### config.mk
export PLATFORM = sky130hd
export DESIGN_NAME = fifo_wr_arbiter
export DESIGN_NICKNAME = d
export VERILOG_FILES = /design/src/rtl/fifo_arb_pkg.sv /design/src/rtl/fifo_wr_arbiter_rr_pick.sv /design/src/rtl/fifo_wr_arbiter.sv
export SDC_FILE = /design/constraint.sdc
export NUM_CORES = 1
export LEC_CHECK = 0
export ABC_AREA = 1
export CELL_PAD_IN_SITES_DETAIL_PLACEMENT = 1
export CELL_PAD_IN_SITES_GLOBAL_PLACEMENT = 2
export CORE_MARGIN = 5
export CORE_UTILIZATION = 11
export CTS_CLUSTER_DIAMETER = 200
export DETAILED_ROUTE_END_ITERATION = 12
export GPL_TIMING_DRIVEN = 0
export PLACE_DENSITY = 0.81
export SETUP_SLACK_MARGIN = 0.5
export SYNTH_ARGS = -nofsm -noshare
export SYNTH_HDL_FRONTEND = slang
export SYNTH_HIERARCHICAL = 1
export SYNTH_SLANG_ARGS = --single-unit
### constraint.sdc
create_clock -name wclk -period 2.1 [get_ports wclk]
set_clock_uncertainty 0.1 [all_clocks]
set_input_delay 0.63 -clock wclk [delete_from_list [all_inputs] [get_ports wclk]]
set_output_delay 0.63 -clock wclk [all_outputs]
set_load 0.05 [all_outputs]
### src/rtl/fifo_arb_pkg.sv
// -----------------------------------------------------------------------------
// fifo_arb_pkg
// Shared definitions for the FIFO write-side arbiter:
//   state_t   - arbiter FSM encoding (IDLE=0, HDR=1, BURST=2)
//   HDR_MAGIC - marker byte placed at the top of a header beat
//   clog2     - ceiling log2 for sizing parameters
// No ports (package).
// -----------------------------------------------------------------------------
package fifo_arb_pkg;

  typedef enum logic [1:0] {
    ST_IDLE  = 2'd0,
    ST_HDR   = 2'd1,
    ST_BURST = 2'd2
  } state_t;

  localparam logic [7:0] HDR_MAGIC = 8'hA5;

  // Ceiling log2; clog2(1) = 0.
  function automatic int clog2(input int value);
    int r;
    r = 0;
    while ((1 << r) < value) begin
      r = r + 1;
    end
    return r;
  endfunction

endpackage

### src/rtl/fifo_wr_arbiter_rr_pick.sv
// -----------------------------------------------------------------------------
// rr_pick
// Combinational round-robin selector. Searches req starting at rr_ptr+1
// (mod N) and returns the first set index.
// Ports:
//   req     in  N    request vector
//   rr_ptr  in  IDW  last served index (search starts just after it)
//   valid   out 1    at least one request is set
//   index   out IDW  chosen requester
// -----------------------------------------------------------------------------
module rr_pick
  import fifo_arb_pkg::*;
#(
  parameter int N   = 4,
  parameter int IDW = clog2(N)
) (
  input  logic [N-1:0]   req,
  input  logic [IDW-1:0] rr_ptr,
  output logic           valid,
  output logic [IDW-1:0] index
);

  logic [2*N-1:0] req_dbl;
  logic [2*N-1:0] req_shift;
  logic [N-1:0]   req_rot;
  logic [IDW:0]   start;
  logic [IDW:0]   sum;
  logic [IDW-1:0] offset;

  // Rotate the request vector so that bit 0 is requester rr_ptr+1. A start
  // of N (rr_ptr = N-1) shifts the doubled vector by exactly one copy.
  assign req_dbl   = {req, req};
  assign start     = {1'b0, rr_ptr} + 1'b1;
  assign req_shift = req_dbl >> start;
  assign req_rot   = req_shift[N-1:0];

  // Lowest set bit of the rotated vector is the nearest requester.
  always_comb begin
    valid  = 1'b0;
    offset = '0;
    for (int k = N - 1; k >= 0; k--) begin
      if (req_rot[k]) begin
        valid  = 1'b1;
        offset = IDW'(k);
      end
    end
  end

  // Undo the rotation: start + offset lies in [1, 2N-1], so one conditional
  // subtraction is enough for the modulo.
  assign sum   = start + {1'b0, offset};
  assign index = (sum >= (IDW+1)'(N)) ? IDW'(sum - (IDW+1)'(N)) : IDW'(sum);

endmodule

### src/rtl/fifo_wr_arbiter.sv
// -----------------------------------------------------------------------------
// fifo_wr_arbiter
// Round-robin arbiter sharing one FIFO write port among N requesters. A grant
// lasts for one burst, which ends on req_last or after BURST_MAX beats. Every
// burst is followed by at least one IDLE cycle. fifo_prog_full only blocks new
// grants; fifo_wfull stalls the current burst.
//
// Optional feature: define FIFO_ARB_HDR_EN to insert a header beat
// {HDR_MAGIC, zeros, grant_id} before each burst (needs DSIZE >= 8+IDW).
//
// Ports:
//   wclk            in   1        write-domain clock
//   wrst_n          in   1        asynchronous active-low reset
//   req_valid       in   N        requester i has a beat
//   req_data        in   N*DSIZE  beat data, slice i = [i*DSIZE +: DSIZE]
//   req_last        in   N        beat is last of requester i's packet
//   req_ready       out  N        beat accepted this cycle (one-hot or zero)
//   fifo_wreq       out  1        FIFO write request
//   fifo_wdata      out  DSIZE    FIFO write data
//   fifo_wfull      in   1        FIFO full
//   fifo_prog_full  in   1        FIFO programmable-full
//   grant_id        out  IDW      current / last granted requester
//   busy            out  1        arbiter not idle
// -----------------------------------------------------------------------------
module fifo_wr_arbiter
  import fifo_arb_pkg::*;
#(
  parameter int N         = 4,
  parameter int DSIZE     = 32,
  parameter int BURST_MAX = 8,
  parameter int IDW       = clog2(N)
) (
  input  logic               wclk,
  input  logic               wrst_n,
  input  logic [N-1:0]       req_valid,
  input  logic [N*DSIZE-1:0] req_data,
  input  logic [N-1:0]       req_last,
  output logic [N-1:0]       req_ready,
  output logic               fifo_wreq,
  output logic [DSIZE-1:0]   fifo_wdata,
  input  logic               fifo_wfull,
  input  logic               fifo_prog_full,
  output logic [IDW-1:0]     grant_id,
  output logic               busy
);

  localparam int              CNTW     = clog2(BURST_MAX + 1);
  localparam logic [CNTW-1:0] CNT_LAST = CNTW'(BURST_MAX - 1);

  state_t          state_reg, state_next;
  logic [CNTW-1:0] beat_cnt_reg, beat_cnt_next;
  logic [IDW-1:0]  rr_ptr_reg, rr_ptr_next;
  logic [IDW-1:0]  grant_id_reg, grant_id_next;

  logic            pick_valid;
  logic [IDW-1:0]  pick_idx;
  logic [DSIZE-1:0] grant_data;
  logic            grant_valid;
  logic            grant_last;

  rr_pick #(
    .N   (N),
    .IDW (IDW)
  ) u_rr_pick (
    .req    (req_valid),
    .rr_ptr (rr_ptr_reg),
    .valid  (pick_valid),
    .index  (pick_idx)
  );

  // Zero-latency data path from the granted requester.
  assign grant_data  = req_data[grant_id_reg*DSIZE +: DSIZE];
  assign grant_valid = req_valid[grant_id_reg];
  assign grant_last  = req_last[grant_id_reg];

`ifdef FIFO_ARB_HDR_EN
  logic [DSIZE-1:0] hdr_word;

  always_comb begin
    hdr_word               = '0;
    hdr_word[DSIZE-1 -: 8] = HDR_MAGIC;
    hdr_word[IDW-1:0]      = grant_id_reg;
  end
`endif

  always_ff @(posedge wclk or negedge wrst_n) begin
    if (!wrst_n) begin
      state_reg    <= ST_IDLE;
      beat_cnt_reg <= '0;
      rr_ptr_reg   <= IDW'(N - 1);   // requester 0 wins the first search
      grant_id_reg <= '0;
    end else begin
      state_reg    <= state_next;
      beat_cnt_reg <= beat_cnt_next;
      rr_ptr_reg   <= rr_ptr_next;
      grant_id_reg <= grant_id_next;
    end
  end

  always_comb begin
    state_next    = state_reg;
    beat_cnt_next = beat_cnt_reg;
    rr_ptr_next   = rr_ptr_reg;
    grant_id_next = grant_id_reg;
    req_ready     = '0;
    fifo_wreq     = 1'b0;
    fifo_wdata    = grant_data;

    case (state_reg)
      ST_IDLE: begin
        // Grants are only decided here, so every burst costs one idle cycle.
        if (pick_valid && !fifo_prog_full) begin
          grant_id_next = pick_idx;
          beat_cnt_next = '0;
`ifdef FIFO_ARB_HDR_EN
          state_next    = ST_HDR;
`else
          state_next    = ST_BURST;
`endif
        end
      end

`ifdef FIFO_ARB_HDR_EN
      ST_HDR: begin
        // Header beat is not counted toward BURST_MAX.
        fifo_wdata = hdr_word;
        if (!fifo_wfull) begin
          fifo_wreq  = 1'b1;
          state_next = ST_BURST;
        end
      end
`endif

      ST_BURST: begin
        req_ready[grant_id_reg] = !fifo_wfull;
        if (grant_valid && !fifo_wfull) begin
          fifo_wreq = 1'b1;
          if (grant_last || (beat_cnt_reg == CNT_LAST)) begin
            state_next    = ST_IDLE;
            rr_ptr_next   = grant_id_reg;
            beat_cnt_next = '0;
          end else begin
            beat_cnt_next = beat_cnt_reg + 1'b1;
          end
        end
      end

      default: begin
        state_next = ST_IDLE;
      end
    endcase
  end

  assign grant_id = grant_id_reg;
  assign busy     = (state_reg != ST_IDLE);

endmodule

==> results.md, run 1 <==
* P&R area growth vs syn at 262%
* Post-layout net count at 649
* Slowest stage delay, CP at 420 ps
* Antenna-violating nets left at 0
* Largest register FFs at 4
* Top cell type by total area after synthesis: nand3_1
* R2R depth at 15
* Max Freq at 432 MHz
* Gpl congestion at 0.812
* Antenna violations before repair at 0
* DP HPWL at 9.74 mm
* Synth warnings at 6
* Crit path DAT at 1590 ps
* Iter 0 DRT Violations at 83
* Die H at 130 um
* CTS sink cnt at 9
* Post-Route WL at 13.4 mm
* DP Worst Slack at -1110 ps
* Vias post-DR at 3,108
* Io pins at 180
* GR Util All Layers at 0.144
* Slack of the critical path at -217 ps
* Status: finished, violations left
* Vias in the first global route at 3,522
* Area of the mapped netlist at 1580 sq um
* Crit-path slowest cell: dfrtp_2
* Die width at 130 um
* Mapped Cells at 273
* Worst-Margin Slew at 481 ps
* Hold Path Stages at 2
* Critical path cell sequence: buf_6 -> nor2_4 -> buf_12 -> clkbuf_16 -> a22oi_2 -> nand3_4 -> buf_8
* Max Fanout on Critical Path at 5
* Drt wl/cell at 19.5 um
* Maximum vdd drop at 0.876 mV
* CTS tree: done
* Syn Nets at 415
* Initial Utilization at 0.113
* Largest net degree at the start of global routing at 11
* Setup violators final at 38
* Hold path start: beat_cnt_reg[1]$_DFFE_PN0P_
* Yosys reg bits at 9
* First-pass GRT wire length at 19.2 mm
* RSZ-0062 raised after global routing: yes
* Yosys top cell area share at 0.372
* PwrDens at 1770 nW/um^2
* Remaining routing DRC violations at 0
* Critical Path Source: grant_id[0]$_DFFE_PN0P_
* First-pass DRT Iterations at 4
* Htree depth at 1
* DR vias/cell at 4.53
* CTS Buf Count at 3
* Crit Path Category: flip-flop to output port
* Clk Latency, worst-skew pair at 240 ps
* Largest buffer count on any clock path at 2
* Pins Over Slew Limit at 0
* Port Buffers at 179
* Setup crit start kind: flip-flop
* Data required, critical path at 1370 ps
* Leak at 0.00236 uW
* Fin. Hold Viols at 0
* Final core utilization at 0.408
* Die Area at 16,800 sq um
* Number of library cell types mapped by synthesis at 22
* Final Cycle Share at 1.10
* Number of diodes at 0
* Core Box Area at 14,000 sq um
* Root Buffer: clkbuf_16
* Area contributors post-synth: nand3_1 37%, a22oi_1 15%, nand2_1 11%
* Critical path endpoint category: output port
* Violated checks: negative setup slack
* Clk slew on worst S/H paths at 40 ps
* Ratio of cells with drive above 1 in the final layout at 0.553
* Hold Crit Class: flip-flop to flip-flop
* Max-cap violations at 0
* Start of the worst register-to-register path: rr_ptr_reg[0]$_DFFE_PN1P_
* Max-slew headroom at 0.678
* CTS Hold Bufs at 0
* Total gr overflow at 0
* Synthesized area per cell at 5.77 sq um
* Final min period at 2320 ps
* Seq/Total Area, Yosys at 0.145
* Placement Rows at 43
## metrics by stage
stage | power [uW] | hold slack, ps | std cells | setup TNS, ps | area, sq um
floorplan | 4820 | 234 | 273 | -218 | 2220
global placement | 6790 | 397 | 632 | -36110 | 4230
detailed placement | 6900 | 412 | 632 | -36290 | 4230
CTS | 9400 | 422 | 673 | -6950 | 5370
global route | 10600 | 460 | 686 | -8910 | 5700
finish | 10100 | 416 | 686 | -6640 | 5700
## report_power, final
| group | leakage [uW] | switching (uW) | internal, uW |
|---|---|---|---|
| Sequential | 0.000106 | 130 | 260 |
| Combinational | 0.00221 | 5100 | 4250 |
| Clock | 0.0000382 | 85.8 | 254 |
## placed cells by master, fill, tap and decap left out, drive strengths merged
cell type / count
clkinv: 2
nor3: 3
nand2: 48
a21oi: 1
clkdlybuf4s50: 130
nand3: 118
nand4: 3
dlygate4sd2: 4
a22oi: 31
nor2: 13
xor2: 3
dfrtp: 7
ha: 2
clkbuf: 20
buf: 97
inv: 15
clkdlybuf4s15: 3
dfstp: 2
o21ai: 3
bufbuf: 1
## path summary, 6_finish.rpt
| path | slack, ps | to |
|---|---|---|
| max reg2reg | -60 | grant_id[1]$_DFFE_PN0P_ |
| max | -220 | fifo_wdata[17] |
| min in group asynchronous | 620 | beat_cnt_reg[1]$_DFFE_PN0P_ |
| min reg2reg | 420 | beat_cnt_reg[1]$_DFFE_PN0P_ |
| min | 420 | beat_cnt_reg[1]$_DFFE_PN0P_ |
| max in group asynchronous | 920 | grant_id[0]$_DFFE_PN0P_ |
## cell families after synthesis
logic type	count (synthesis)	share of synthesized area
and+or+nand+nor	185	0.556
xor gates and xnor gates	3	0.0167
adders and majority gates	2	0.0159
AOI/OAI and AO/OA	35	0.160
buffers and inverters	39	0.106
DFF	9	0.145
## synthesized netlist by cell type
cell type    n
inv_1       10
clkbuf_1    11
nand3_1    117
dfstp_2      2
nor2_2       4
nand4_1      3
nor2_4       1
nand2_1     48
o21ai_1      1
nor2_1       8
buf_4        3
clkinv_1     1
a21oi_1      1
xor2_1       3
ha_1         2
o21ai_0      2
inv_2        6
a22oi_1     31
nand3_2      1
dfrtp_1      7
nor3_1       3
buf_2        8
## cell type report
class                           count  area (sq um)
Multi-Input combinational cell    225          2190
Inverter                           17          86.3
Tap cell                          180           225
Buffer                             22           383
Timing Repair Buffer              229          2510
Clock buffer                        4          78.8
Sequential cell                     9           231
Fill cell                        1576          8290
## worst max-delay path: cells and delay by family (launching register included)
| family | cells | cell delay, ps |
|---|---|---|
| buffers and inverters | 4 | 560 |
| and+or+nand+nor | 2 | 140 |
| DFF | 1 | 420 |
| AOI/OAI and AO/OA | 1 | 230 |
## layer usage
metal | vias to the layer above | global-route usage | part of all wire
li1 | 1456 | - | -
met1 | 1509 | 0.174 | 0.38
met2 | 121 | 0.268 | 0.54
met3 | 22 | 0.0235 | 0.055
met4 | 0 | 0.0269 | 0.024
met5 | - | 0 | 0
## repair_timing
item,CTS,global route
gates cloned,5,3
gates resized for setup,441,55
setup buffers,32,10
setup endpoints to repair,49,49
pin swaps,32,35
(Power assumes the default switching activity.)
==> run 2: changes to the inputs <==
- CELL_PAD_IN_SITES_DETAIL_PLACEMENT: 1 -> default
- CELL_PAD_IN_SITES_GLOBAL_PLACEMENT: 2 -> default
- CORE_UTILIZATION: 11 -> 28
- PLACE_DENSITY: 0.81 -> 0.84
- SKIP_LAST_GASP: default -> 1
==> run 2 against run 1 <==
  * The flow still finishes with violations (negative setup slack)
  * Highest routed layer unchanged
  * Sequential cell count unchanged
  * Non-clock buffer count decreased by 19
  * Final area is 15% lower
  * Die area shrank 57%
  * Global-route usage is 15 points higher
  * Clock-buffer cell count unchanged
  * Hold slack gained 11 ps
  * Critical path type unchanged
  * Utilization up 48 points
==> results.md, run 2 (same netlist as run 1, synthesis figures left out) <==
* Reg2reg end: grant_id[1]$_DFFE_PN0P_
* CTS Buf Count at 3
* Drt wl/cell at 20.9 um
* Leak at 0.00210 uW
* Violated checks: negative setup slack
* R2R depth at 15
* Post-layout net count at 630
* Die H at 85.0 um
* Hold Crit Class: flip-flop to flip-flop
* Vias post-DR at 3,177
* DP HPWL at 7.77 mm
* Initial Utilization at 0.288
* Max Freq at 429 MHz
* Placement Rows at 27
* Remaining routing DRC violations at 0
* CTS Hold Bufs at 0
* Pins Over Slew Limit at 0
* Post-Route WL at 11.7 mm
* Clk slew on worst S/H paths at 50 ps
* Crit Path Category: flip-flop to output port
* Crit path DAT at 1600 ps
* Largest net degree at the start of global routing at 11
* Die Area at 7230 sq um
* Max-slew headroom at 0.708
* Slowest stage delay, CP at 450 ps
* Core Box Area at 5470 sq um
* DP Worst Slack at -1020 ps
* Hold path start: beat_cnt_reg[1]$_DFFE_PN0P_
* First-pass GRT wire length at 16.9 mm
* Max Fanout on Critical Path at 10
* Data required, critical path at 1370 ps
* DR vias/cell at 5.68
* Slack of the critical path at -231 ps
* Io pins at 180
* Critical path endpoint category: output port
* Setup violators final at 37
* Total gr overflow at 0
* Fin. Hold Viols at 0
* Die width at 85.0 um
* Top Family by Delay on Critical Path: buffers and inverters
* Final Cycle Share at 1.11
* Setup crit start kind: flip-flop
* P&R area growth vs syn at 207%
* Port Buffers at 179
* Root Buffer: clkbuf_8
* Power Total at 8540 uW
* Worst-Margin Slew at 437 ps
* RSZ-0062 raised after global routing: yes
* Critical path cell sequence: buf_8 -> nor2_4 -> buf_6 -> a22oi_2 -> nand3_4 -> buf_4
* Setup TNS at -7070 ps
* Ratio of cells with drive above 1 in the final layout at 0.468
* First-pass DRT Iterations at 5
* Gpl congestion at 0.858
* PwrDens at 1770 nW/um^2
* Clk Latency, worst-skew pair at 240 ps
* Final min period at 2330 ps
* Maximum vdd drop at 1.23 mV
* Start of the worst register-to-register path: rr_ptr_reg[0]$_DFFE_PN1P_
* GR Util All Layers at 0.290
* CTS tree: done
* Status: finished, violations left
* WP buf/inv at 3
* Hold Path Stages at 2
* Vias in the first global route at 3,326
* Htree depth at 1
* Largest register FFs at 4
* Max-cap violations at 0
* Most frequent cells in the layout: 123 x clkdlybuf4s50_1, 71 x nand3_1, 34 x buf_4
* Final core utilization at 0.883
* Largest buffer count on any clock path at 2
* Iter 0 DRT Violations at 194
* Number of diodes at 0
* Antenna-violating nets left at 0
* Crit-path slowest cell: dfrtp_2
* CTS sink cnt at 9
* Commonest non-fill, non-tap cell in the layout: clkdlybuf4s50_1
* Antenna violations before repair at 0
* Worst R2R Setup Slack at 40 ps
* Worst Hold Path EP: beat_cnt_reg[1]$_DFFE_PN0P_
## run 2: report_power, final
| group | internal (uW) | switching, uW | total [uW] |
|---|---|---|---|
| clock | 134 | 82.3 | 216 |
| sequential | 260 | 140 | 400 |
| combinational | 3250 | 4680 | 7920 |
## run 2: layout make-up
class,instances,area (sq um)
Buffer,22,280
Inverter,17,76.3
Fill cell,287,642
Clock buffer,4,45.0
Tap cell,72,90.1
Sequential cell,9,231
Multi-Input combinational cell,225,1990
Timing Repair Buffer,210,2110
## run 2: layer usage
metal / wire (um) / track usage
met5: 0 / 0
met4: 561 / 0.135
met3: 990 / 0.0874
met2: 6160 / 0.539
met1: 3970 / 0.294
## run 2: worst max-delay path by stage
stage,from,to,depth (start not counted)
6_report,grant_id[1]$_DFFE_PN0P_,fifo_wdata[4],6
5_1_grt,grant_id[1]$_DFFE_PN0P_,fifo_wdata[9],6
4_1_cts,grant_id[1]$_DFFE_PN0P_,fifo_wdata[14],6
3_5_place_dp,req_valid[1],fifo_wreq,6
3_3_place_gp,req_valid[3],fifo_wreq,6
2_1_floorplan,grant_id[1]$_DFFE_PN0P_,req_ready[1],4
## run 2: worst register-to-register path, delay by kind of cell, from the launching register on
family / cells / cell delay (ps)
xor gates and xnor gates: 1 / 150
AOI/OAI and AO/OA: 1 / 50
DFF: 1 / 640
buffers and inverters: 3 / 210
adders and majority gates: 1 / 160
and+or+nand+nor: 9 / 650
## run 2: metrics by stage
stage	hold WS [ps]	cells	area [sq um]
after floorplan	234	273	2220
after global placement	402	524	4100
after detailed placement	396	524	4100
after CTS	409	551	4640
after global routing	448	559	4830
final	428	559	4830
## run 2: timing repair
action / in CTS / in global routing
endpoints found under the hold margin: 0 / 0
buffers inserted: 20 / 8
cloned: 3 / 0
gates resized for setup: 361 / 44
endpoints found under the setup margin: 49 / 49
pin swaps: 43 / 22
==> run 3: changes to the inputs <==
- CELL_PAD_IN_SITES_DETAIL_PLACEMENT: default -> 0
- CELL_PAD_IN_SITES_GLOBAL_PLACEMENT: default -> 1
- CORE_UTILIZATION: 28 -> 16
- PLACE_DENSITY: 0.84 -> 0.82
==> run 3 against run 2 <==
  * The run still ends with negative setup slack left
  * Clock power is 5% lower
  * Combinational power is 9.7% higher
  * Via count is 6.5% lower
  * Non-clock buffer count is 3 higher
  * Utilization is 34 points lower
  * Final area is 9.6% higher
  * Sequential power is 9.5% lower
  * Hold slack worse by 15 ps
  * First-iteration DRC count is 26% lower
  * Total power is 8.4% higher
  * Largest cell class unchanged
  * Highest routed layer unchanged
==> results.md, run 3 (same netlist as run 1, synthesis figures left out) <==
* Violated checks: negative setup slack
* Setup crit start kind: flip-flop
* Die H at 109 um
* Antenna violations before repair at 0
* Hold Slack at 413 ps
* Combinational power share at 0.939
* Worst-Margin Slew at 433 ps
* Vias post-DR at 2,969
* RSZ-0062 raised after global routing: yes
* Crit path DAT at 1580 ps
* PwrDens at 1750 nW/um^2
* DP HPWL at 8.41 mm
* Final core utilization at 0.547
* Post-layout net count at 633
* CTS sink cnt at 9
* Data required, critical path at 1370 ps
* Core Box Area at 9680 sq um
* Sw frac at 0.540
* Placement Rows at 36
* Max Freq at 432 MHz
* Slack of the critical path at -213 ps
* Area occupied by multi-input gates at 2070 sq um
* DR vias/cell at 4.76
* Htree depth at 1
* Reg area at 231 sq um
* Vias in the first global route at 3,203
* Root Buffer: clkbuf_8
* Remaining routing DRC violations at 0
* Switch Pwr at 5000 uW
* Max Fanout on Critical Path at 9
* Cell-internal power at 4260 uW
* Max-slew headroom at 0.710
* Most frequent cells in the layout: 130 x clkdlybuf4s50_1, 47 x nand3_1, 39 x nand3_2
* Maximum vdd drop at 0.886 mV
* Post-Route WL at 11.5 mm
* P&R area growth vs syn at 236%
* Initial Utilization at 0.163
* Met3 wire length at 797 um
* CTS Hold Bufs at 0
* Pins Over Slew Limit at 0
* DRT met1 WL at 4.49 mm
* Worst R2R Setup Slack at 120 ps
* Area post-placement at 4180 sq um
* Critical path endpoint category: output port
* Final min period at 2310 ps
* Max-cap violations at 0
* Routed wl met2 at 6.18 mm
* Design Area, Final at 5300 sq um
* Clock Power Share at 0.022
* # fillers at 854
* Iter 0 DRT Violations at 143
* Fin. Hold Viols at 0
* First-pass GRT wire length at 16.9 mm
* Hold Crit Class: flip-flop to flip-flop
* Die width at 109 um
* Port Buffers at 179
* Ratio of cells with drive above 1 in the final layout at 0.516
* Drt wl/cell at 18.5 um
* Uppermost layer routed: met4
* Placed cells at 585
* Largest register FFs at 4
* Gpl congestion at 0.861
* CTS tree: done
* GR Util All Layers at 0.181
* Crit Path Category: flip-flop to output port
* Largest net degree at the start of global routing at 12
* Status: finished, violations left
* Largest buffer count on any clock path at 2
* Leak at 0.00221 uW
* Clk Latency, worst-skew pair at 230 ps
* Die Area at 11,900 sq um
* Final Cycle Share at 1.10
* Power share of the sequential group at 0.039
* Setup violators final at 36
* Layout Cells excl Fill at 624
* Antenna-violating nets left at 0
* Io pins at 180
* CTS Buf Count at 3
* DP Worst Slack at -1060 ps
* Clk slew on worst S/H paths at 50 ps
* Total gr overflow at 0
* First-pass DRT Iterations at 4
* Commonest non-fill, non-tap cell in the layout: clkdlybuf4s50_1
[run 3: cell types whose count changed in the layout (fill, tap and decap cells not counted), moves of 6 or more]
cell	change
buf_8	+16
buf_6	-6
buf_12	+7
dlygate4sd2_1	-10
buf_4	-14
nand3_1	-24
nand3_2	+25
clkdlybuf4s50_1	+7
[run 3: worst paths after layout]
| path | cells past startpoint | end | from |
|---|---|---|---|
| setup / recovery | 7 | fifo_wdata[18] | grant_id[1]$_DFFE_PN0P_ |
| hold / removal | 2 | beat_cnt_reg[1]$_DFFE_PN0P_ | beat_cnt_reg[1]$_DFFE_PN0P_ |
| setup reg to reg | 15 | grant_id[1]$_DFFE_PN0P_ | rr_ptr_reg[0]$_DFFE_PN1P_ |
| hold reg to reg | 2 | beat_cnt_reg[1]$_DFFE_PN0P_ | beat_cnt_reg[1]$_DFFE_PN0P_ |
| max in group asynchronous | 1 | rr_ptr_reg[1]$_DFFE_PN1P_ | wrst_n |
| min in group asynchronous | 1 | beat_cnt_reg[1]$_DFFE_PN0P_ | wrst_n |
[run 3: what timing repair did]
action                                  in CTS  in global routing
setup buffers                               22                  4
resized for setup                          430                 32
pin swaps                                   26                 21
endpoints found under the setup margin      49                 48
gates cloned                                 5                  3
[run 3: critical path: stages (launching register included)]
cell and delay [ps]:
dfrtp_2 400, buf_6 110, nor2_4 30, buf_12 140, clkbuf_16 160, a22oi_2 240, nand3_4 100, buf_8 160
[run 3: layout make-up]
cell class | instances | share of cell area
Multi-Input combinational cell | 225 | 0.392
Antenna cell | 1 | 0.000473
Sequential cell | 9 | 0.0437
Buffer | 22 | 0.0626
Clock buffer | 4 | 0.00851
Timing Repair Buffer | 213 | 0.447
Tap cell | 133 | 0.0314
Inverter | 17 | 0.0149
[run 3: power by group through the flow]
stage          Sequential, uW  Combinational (uW)  Clock [uW]
3_3_place_gp              367                6340           0
6_report                  362                8690         206
3_5_place_dp              371                6410           0
2_1_floorplan             439                4380           0
5_1_grt                   376                9170         213
4_1_cts                   360                8340         207
[run 3: routing by layer]
layer  vias to the layer above  GRT usage
li1                       1423          -
met1                      1423      0.219
met2                       117      0.340
met3                         6     0.0308
met4                         0     0.0285
met5                         -          0
[run 3: through the flow]
stage,setup TNS [ps],total power [uW]
6_report,-6150,9260
5_1_grt,-8090,9760
4_1_cts,-6800,8910
3_5_place_dp,-35990,6780
3_3_place_gp,-35300,6700
2_1_floorplan,-218,4820
